===== src/rtl/scpu_ctrl_pkg.sv =====
`default_nettype none
// +----------------------------------------------------------------------+
// | scpu_ctrl_pkg: control-bundle widths, bit indices and select codes   |
// | Rev 1.0                                                              |
// +----------------------------------------------------------------------+
package scpu_ctrl_pkg;

    localparam int EX_W = 5;
    localparam int M_W  = 3;
    localparam int WB_W = 4;

    localparam int ALU_SRC_B = 4;
    localparam int BRANCH    = 2;
    localparam int B_TYPE    = 1;
    localparam int MEM_WRITE = 0;
    localparam int REG_WRITE = 2;

    localparam logic [1:0] MEM_TO_REG_ALU  = 2'b00;
    localparam logic [1:0] MEM_TO_REG_IMM  = 2'b01;
    localparam logic [1:0] MEM_TO_REG_PC4  = 2'b10;
    localparam logic [1:0] MEM_TO_REG_LOAD = 2'b11;

    localparam logic [1:0] FWD_RF    = 2'b00;
    localparam logic [1:0] FWD_EXMEM = 2'b10;
    localparam logic [1:0] FWD_MEMWB = 2'b01;

endpackage
`default_nettype wire


===== src/rtl/scpu_fwd_unit.sv =====
`default_nettype none
// +----------------------------------------------------------------------+
// | scpu_fwd_unit: EX operand forwarding select for one source register  |
// | Rev 1.0                                                              |
// +----------------------------------------------------------------------+
module scpu_fwd_unit
    import scpu_ctrl_pkg::*;
#(
    parameter int RA_W = 5
) (
    input  logic [RA_W-1:0] ex_rs,
    input  logic            mem_reg_write,
    input  logic [RA_W-1:0] mem_rd,
    input  logic            wb_reg_write,
    input  logic [RA_W-1:0] wb_rd,
    output logic [1:0]      fwd
);

    // The younger producer (EX/MEM) is checked first so it wins; x0 never forwards.
    always_comb begin
        fwd = FWD_RF;
        if (mem_reg_write && (mem_rd != '0) && (mem_rd == ex_rs)) begin
            fwd = FWD_EXMEM;
        end else if (wb_reg_write && (wb_rd != '0) && (wb_rd == ex_rs)) begin
            fwd = FWD_MEMWB;
        end
    end

endmodule
`default_nettype wire


===== src/rtl/scpu_ctrl_pipe.sv =====
`default_nettype none
// +----------------------------------------------------------------------+
// | scpu_ctrl_pipe: ID/EX..MEM/WB control pipeline, hazards, forwarding  |
// | Rev 1.0                                                              |
// +----------------------------------------------------------------------+
module scpu_ctrl_pipe
    import scpu_ctrl_pkg::*;
#(
    parameter int RA_W = 5
) (
    input  logic            clk,
    input  logic            rst_n,
    input  logic            id_valid,
    input  logic [EX_W-1:0] id_ex,
    input  logic [M_W-1:0]  id_m,
    input  logic [WB_W-1:0] id_wb,
    input  logic [RA_W-1:0] id_rs1,
    input  logic [RA_W-1:0] id_rs2,
    input  logic [RA_W-1:0] id_rd,
    input  logic            ex_zero,
    output logic [EX_W-1:0] ex_ctrl_ex,
    output logic [M_W-1:0]  ex_ctrl_m,
    output logic [WB_W-1:0] ex_ctrl_wb,
    output logic [RA_W-1:0] ex_rd,
    output logic [M_W-1:0]  mem_ctrl_m,
    output logic [WB_W-1:0] mem_ctrl_wb,
    output logic [RA_W-1:0] mem_rd,
    output logic [WB_W-1:0] wb_ctrl_wb,
    output logic [RA_W-1:0] wb_rd,
    output logic            stall_if_id,
    output logic            flush_if_id,
    output logic            pc_redirect,
    output logic [1:0]      fwd_a,
    output logic [1:0]      fwd_b
);

    logic [EX_W-1:0] r_ex_ex;
    logic [M_W-1:0]  r_ex_m;
    logic [WB_W-1:0] r_ex_wb;
    logic [RA_W-1:0] r_ex_rd;
    logic [RA_W-1:0] r_ex_rs1;
    logic [RA_W-1:0] r_ex_rs2;
    logic            r_ex_valid;
    logic [M_W-1:0]  r_mem_m;
    logic [WB_W-1:0] r_mem_wb;
    logic [RA_W-1:0] r_mem_rd;
    logic [WB_W-1:0] r_wb_wb;
    logic [RA_W-1:0] r_wb_rd;

    logic w_take;
    logic w_load_use;
    logic w_rs2_used;
    logic w_accept;

    assign w_take = r_ex_valid && r_ex_m[BRANCH] && (ex_zero == r_ex_m[B_TYPE]);

    // rs2 only matters when it is a register operand or the store data.
    assign w_rs2_used = !id_ex[ALU_SRC_B] || id_m[MEM_WRITE];
    assign w_load_use = r_ex_valid && (r_ex_wb[1:0] == MEM_TO_REG_LOAD) && (r_ex_rd != '0)
                     && ((r_ex_rd == id_rs1) || ((r_ex_rd == id_rs2) && w_rs2_used));

    assign w_accept    = id_valid && !w_take && !w_load_use;
    assign pc_redirect = w_take;
    assign flush_if_id = w_take;
    assign stall_if_id = w_load_use && !w_take;

    always_ff @(posedge clk) begin
        if (!rst_n) begin
            r_ex_ex    <= '0;
            r_ex_m     <= '0;
            r_ex_wb    <= '0;
            r_ex_rd    <= '0;
            r_ex_rs1   <= '0;
            r_ex_rs2   <= '0;
            r_ex_valid <= 1'b0;
            r_mem_m    <= '0;
            r_mem_wb   <= '0;
            r_mem_rd   <= '0;
            r_wb_wb    <= '0;
            r_wb_rd    <= '0;
        end else begin
            r_ex_ex    <= w_accept ? id_ex  : '0;
            r_ex_m     <= w_accept ? id_m   : '0;
            r_ex_wb    <= w_accept ? id_wb  : '0;
            r_ex_rd    <= w_accept ? id_rd  : '0;
            r_ex_rs1   <= w_accept ? id_rs1 : '0;
            r_ex_rs2   <= w_accept ? id_rs2 : '0;
            r_ex_valid <= w_accept;
            r_mem_m    <= r_ex_m;
            r_mem_wb   <= r_ex_wb;
            r_mem_rd   <= r_ex_rd;
            r_wb_wb    <= r_mem_wb;
            r_wb_rd    <= r_mem_rd;
        end
    end

    assign ex_ctrl_ex  = r_ex_ex;
    assign ex_ctrl_m   = r_ex_m;
    assign ex_ctrl_wb  = r_ex_wb;
    assign ex_rd       = r_ex_rd;
    assign mem_ctrl_m  = r_mem_m;
    assign mem_ctrl_wb = r_mem_wb;
    assign mem_rd      = r_mem_rd;
    assign wb_ctrl_wb  = r_wb_wb;
    assign wb_rd       = r_wb_rd;

    scpu_fwd_unit #(.RA_W(RA_W)) u_fwd_a (
        .ex_rs         (r_ex_rs1),
        .mem_reg_write (r_mem_wb[REG_WRITE]),
        .mem_rd        (r_mem_rd),
        .wb_reg_write  (r_wb_wb[REG_WRITE]),
        .wb_rd         (r_wb_rd),
        .fwd           (fwd_a)
    );

    scpu_fwd_unit #(.RA_W(RA_W)) u_fwd_b (
        .ex_rs         (r_ex_rs2),
        .mem_reg_write (r_mem_wb[REG_WRITE]),
        .mem_rd        (r_mem_rd),
        .wb_reg_write  (r_wb_wb[REG_WRITE]),
        .wb_rd         (r_wb_rd),
        .fwd           (fwd_b)
    );

endmodule
`default_nettype wire


===== config.mk =====
export PLATFORM = sky130hd
export DESIGN_NAME = scpu_ctrl_pipe
export DESIGN_NICKNAME = d
export VERILOG_FILES = /design/src/rtl/scpu_ctrl_pkg.sv /design/src/rtl/scpu_fwd_unit.sv /design/src/rtl/scpu_ctrl_pipe.sv
export SDC_FILE = /design/constraint.sdc
export NUM_CORES = 1
export LEC_CHECK = 0
export CAP_MARGIN = 25
export CORE_MARGIN = 5
export CORE_UTILIZATION = 40
export CTS_CLUSTER_DIAMETER = 150
export DETAILED_ROUTE_END_ITERATION = 8
export PLACE_DENSITY = 0.82
export SYNTH_ARGS = -nofsm -noshare
export SYNTH_HDL_FRONTEND = slang
export SYNTH_SLANG_ARGS = --single-unit
export TNS_END_PERCENT = 1

===== constraint.sdc =====
create_clock -name clk -period 2.1 [get_ports clk]
set_clock_uncertainty 0.1 [all_clocks]
set_input_delay 0.315 -clock clk [delete_from_list [all_inputs] [get_ports clk]]
set_output_delay 0.315 -clock clk [all_outputs]
set_load 0.02 [all_outputs]

## Word level (Yosys, flattened, before mapping)

Index checks and enable logic that the tools add are counted.

- Memory bits (writable): 0
- Bits in read-only memories: 0
- Output and inout bits: 45
- Memories: 0
- Input port bits: 31
- Bits in latches: 0
- Word-level logic and storage cells: 48
- Register bits: 49

- Divide/modulo/power cells: 0
- Reduce and logical (&&, ||, !) cells: 24
- Eq/ne operators: 8
- $lt $le $gt $ge: 0
- Muxes and demuxes: 4
- Multiply operators: 0
- Bitwise logic cells: 0
- Shifts and indexed selects: 0
- Add/subtract/negate cells: 0

Operator list:

| kind | number |
|---|---|
| $eq A5 B5 Y1 | 6 |
| $logic_and A1 B1 Y1 | 15 |
| $reduce_bool A5 Y1 | 3 |
| $mux W2 | 2 |
| $logic_not A1 Y1 | 3 |
| $eq A2 B2 Y1 const B | 1 |
| $logic_or A1 B1 Y1 | 2 |
| $mux W1 | 2 |
| $reduce_and A2 Y1 | 1 |
| $eq A1 B1 Y1 | 1 |

## Logic depth before layout (Yosys ltp)

- Word-level depth: 8
- Gate-level depth with buffers: 6
- Mapped depth without buffers: 4

## Cells and area by module

A second synthesis with hierarchy kept.

- Cells, all modules: 206
- Area total of the unflattened synthesis: 2011.9 um2

By module, submodules not included:

| module | cells an instance | seq. area each (um2) | area an instance (um2) | times used |
|---|---|---|---|---|
| scpu_ctrl_pipe | 166 | 980.9 | 1709.1 | 1 |
| scpu_fwd_unit | 20 | 0.0 | 151.4 | 2 |

## Least setup slack after synthesis

OpenSTA, ideal clock, no wires.

- Path kind: flip-flop to output port
- Start point: register r_mem_rd[3] (netlist: mem_rd[3])
- End point: output port fwd_b[0]
- Buffers on the path: 0
- Path slack: -0.127 ns
- Cell stages (with the launch flop): 5
- Required time: 1.685 ns
- Arrival time: 1.812 ns
- Path through: dfxtp_1 -> xnor2_1 -> nand3_1 -> nor4_1 -> nor4_2

- Word-level cells in the longest chain between the ends: 4
- Elaborated cells between the ends (all ways): 5
- Those cells by class: eq/ne: 1; mux: 1; reduce/logical: 3

RTL lines:

| element | line | source |
|---|---|---|
| from (decl) | scpu_ctrl_pipe.sv:46 | `logic [RA_W-1:0] r_mem_rd;` |
| from (signal assigned) | scpu_ctrl_pipe.sv:91 | `r_mem_rd <= r_ex_rd;` |
| $reduce_bool A5 Y1 | scpu_fwd_unit.sv:22 | `if (mem_reg_write && (mem_rd != '0) && (mem_rd == ex_rs)) begin` |
| $logic_and A1 B1 Y1 | scpu_fwd_unit.sv:22 |  |
| $logic_and A1 B1 Y1 * | scpu_fwd_unit.sv:22 |  |
| $mux W2 * | scpu_fwd_unit.sv:22 |  |
| to (decl) | scpu_ctrl_pipe.sv:34 | `output logic [1:0] fwd_b` |

Mark *: on every way between the ends. The rest lies on a longest branch, timed or not.

## Worst setup path after layout

- Start point: register r_mem_rd[1] (netlist: mem_rd[1])
- End point: output port fwd_b[0]

Same word-level chain as after synthesis.

==> metrics.md <==
| Metric | Value |
|---|---|
| Fin. Hold Viols | `0` |
| Routed WL per cell | `14.7 microns` |
| CTS tree | `done` |
| TritonCTS Sinks | `49` |
| Kind of start point of the critical path | `flop` |
| Unique masters post-synth | `25` |
| Max-slew headroom | `79.1%` |
| Global-route wire length before repair | `between 8000 and 9000 microns` |
| Clk Latency, worst-skew pair | `0.30 ns` |
| Io pins | `between 70 and 80` |
| Root Driver | `clkbuf_8` |
| Global route hottest layer | `met2` |
| Post-synthesis net count | `~230` |
| # rows | `25` |
| Clock slew at reported path FFs | `approximately 0.080 ns` |
| Dpl ws | `-0.397 ns` |
| Placer Congestion | `between 0.7 and 0.8` |
| Met2 Use GR | `a little under a third` |
| Vias in the first global route | `approximately 1700` |
| WP data arrival | `1.87 ns` |
| 1st-pass router iterations | `4` |
| Fillers | `406` |
| Period utilization | `109%` |
| Initial antenna violation count | `0` |
| ANT nets after route | `0` |
| Worst Reg-to-Reg Cells | `5` |
| YS warnings | `0` |
| DP HPWL | `3920 microns` |
| Initial core utilization | `about two fifths` |
| Largest net degree at the start of global routing | `33` |
| Register area share after synthesis | `roughly half` |
| Post-synthesis cell area | `~1900 sq um` |
| Period minus WS final | `around 2.3 ns` |
| Final worst slack | `-0.182 ns` |
| Crit end category | `primary output` |
| Met3 global-route usage | `under 10%` |
| Violated checks | `negative setup slack` |
| 1st-iter DRT viols | `a little under 50` |
| Ys flop type | `dfxtp_1` |
| GRT Total Usage | `between 15 and 20%` |
| Via/cell ratio | `about 5` |
| Pwr dens | `~600 nW/um^2` |
| Leak pwr | `about 1.3 nW` |
| Core footprint | `about 4700 sq um` |
| Area delta synth->final | `59.2%` |
| Crit Path Class | `flop to primary output` |
| Final Non-Filler Cells | `between 300 and 400` |
| CP Max Fanout | `2` |
| Average size of a mapped cell | `roughly 9.6 sq um` |
| # H-tree levels | `2` |
| Num CTS Buffers | `5` |
| Worst Max-Slew Pin Slew | `~0.31 ns` |
| Layout Nets | `between 300 and 400` |
| Met1 Usage GRT | `approximately a fifth` |
| Syn Inst Count | `200` |
| Die height | `79.3 microns` |
| Total Wirelength | `between 5000 and 6000 microns` |
| Layout cells sized above 1 | `20.5%` |
| Max Cap Viol | `0` |
| Required @ worst endpoint | `1.68 ns` |
| Unrepaired setup endpoints after global routing | `yes` |
| Final Max Slew Viols | `0` |
| Hold Path Class | `input pin to flop` |
| Util after Layout | `roughly two thirds` |
| EDFF count, synth | `0` |
| DIE WIDTH | `slightly below 80 microns` |
| FMAX | `0.438 GHz` |
| Ys async rst share | `0%` |
| Post-CTS Hold Fix Bufs | `0` |
| Via count | `1745` |
| I/O Buffers | `75` |
| Yosys reg bits | `49` |
| Final setup fails | `4` |
| Status | `finished with violations` |
| Die area | `around 6300 sq um` |
| Residual DRC count | `0` |
| CTS Buffer Depth | `2` |
| Hold Path Depth | `3` |
| Cell Count Post-Placement | `approximately 340` |
| N_diodes | `0` |
| GRT overflow | `0` |
| Max VDD drop | `about 0.4 mV` |
==> Yosys cell counts (2+ instances only) <==
cell type  instances  share of area, %
a21oi_1           28               7.3
and2_1            21               6.8
buf_1              2              0.39
buf_2              5               1.3
buf_4              3               1.2
clkbuf_1           8               1.6
dfxtp_1           49                51
inv_1              2              0.39
nand2_1            2              0.39
nand3_1           20               5.2
nand4_1           12               3.9
nor4_1             2              0.65
nor4_2             2               1.3
or4_1              4               1.6
xnor2_1           17               7.7
xor2_1            14               6.4
==> metal layers <==
layer  vias to the layer above  wire length, microns
met5                         -                     0
met4                         0                    55
met1                       806                  2100
met3                         6                   322
li1                        876                     -
met2                        57                  2700
==> area by class of cell <==
type	instances	area [sq um]	area share, %
sequential	49	988	32.3
timing repair buffer	107	978	32.0
multi-input combinational	131	922	30.1
clock buffer	6	82.6	2.70
tap	54	67.6	2.21
clock inverter	2	13.8	0.450
inverter	2	7.51	0.245
==> worst max-delay path, stage by stage (launching register included) <==
cell	delay, ns
dfxtp_2	0.33
or4_4	0.55
o21ai_4	0.19
nor4_4	0.06
nor4_2	0.27
buf_4	0.18
==> kinds of logic (layout without fill, tap and decap cells) <==
kind of cell	count (synthesis)	count (layout)	share of synthesized area, %
flops	49	49	51.0
buf+inv	20	117	4.82
simple gates	67	67	21.0
xor+xnor	31	31	14.1
compound gates	33	33	8.98
==> timing repair <==
item / CTS / global route
gates resized for setup: 32 / 5
pin swaps: 7 / 2
buffers inserted: 0 / 1
setup endpoints to repair: 7 / 7
endpoints found under the hold margin: 0 / 0
==> stage by stage <==
stage	total power [mW]	setup TNS, ns	hold WS (ns)	area [sq um]
floorplan	1.13	-0.0694	0.343	1940
global placement	1.27	-1.62	0.343	2920
detailed placement	1.28	-1.83	0.343	2920
CTS	1.84	-0.491	0.365	3040
global route	1.92	-0.883	0.260	3060
finish	1.83	-0.526	0.255	3060
==> registers in the layout, indices dropped and copies added (netlist names) <==
name         flops
mem_ctrl_m       3
mem_ctrl_wb      4
ex_ctrl_wb       4
mem_rd           5
ex_rd            5
r_ex_rs2         5
r_ex_valid       1
r_ex_rs1         5
wb_ctrl_wb       4
ex_ctrl_m        3
ex_ctrl_ex       5
wb_rd            5
==> path summary, 6_finish.rpt <==
check | startpoint | to | slack [ns]
worst min register to register | ex_ctrl_wb[2] | mem_ctrl_wb[2] | 0.36
worst min-delay path | id_rs1[4] | r_ex_rs1[4] | 0.25
worst max register to register | ex_rd[1] | r_ex_rs1[0] | 0.47
worst max-delay path | mem_rd[1] | fwd_b[0] | -0.18
==> placed cells by master (no fill, tap or decap), types with 2 or more instances in the layout <==
| cell type | instances |
|---|---|
| clkdlybuf4s50_1 | 67 |
| dfxtp_1 | 45 |
| buf_4 | 37 |
| a21oi_1 | 27 |
| and2_1 | 21 |
| nand3_1 | 19 |
| xnor2_1 | 17 |
| xor2_1 | 14 |
| nand4_1 | 12 |
| clkbuf_8 | 6 |
| nor4_4 | 3 |
| dfxtp_2 | 3 |
| or4_4 | 2 |
| or4_1 | 2 |
| inv_1 | 2 |
| nand2_1 | 2 |
| dlygate4sd2_1 | 2 |
==> report_power, final <==
group | internal (mW) | switching [mW] | leakage [nW]
clock | 0.267 | 0.301 | 0.0512
sequential | 0.959 | 0.0246 | 0.403
combinational | 0.154 | 0.126 | 0.834
No activity file was read; power rests on OpenSTA's default activity.
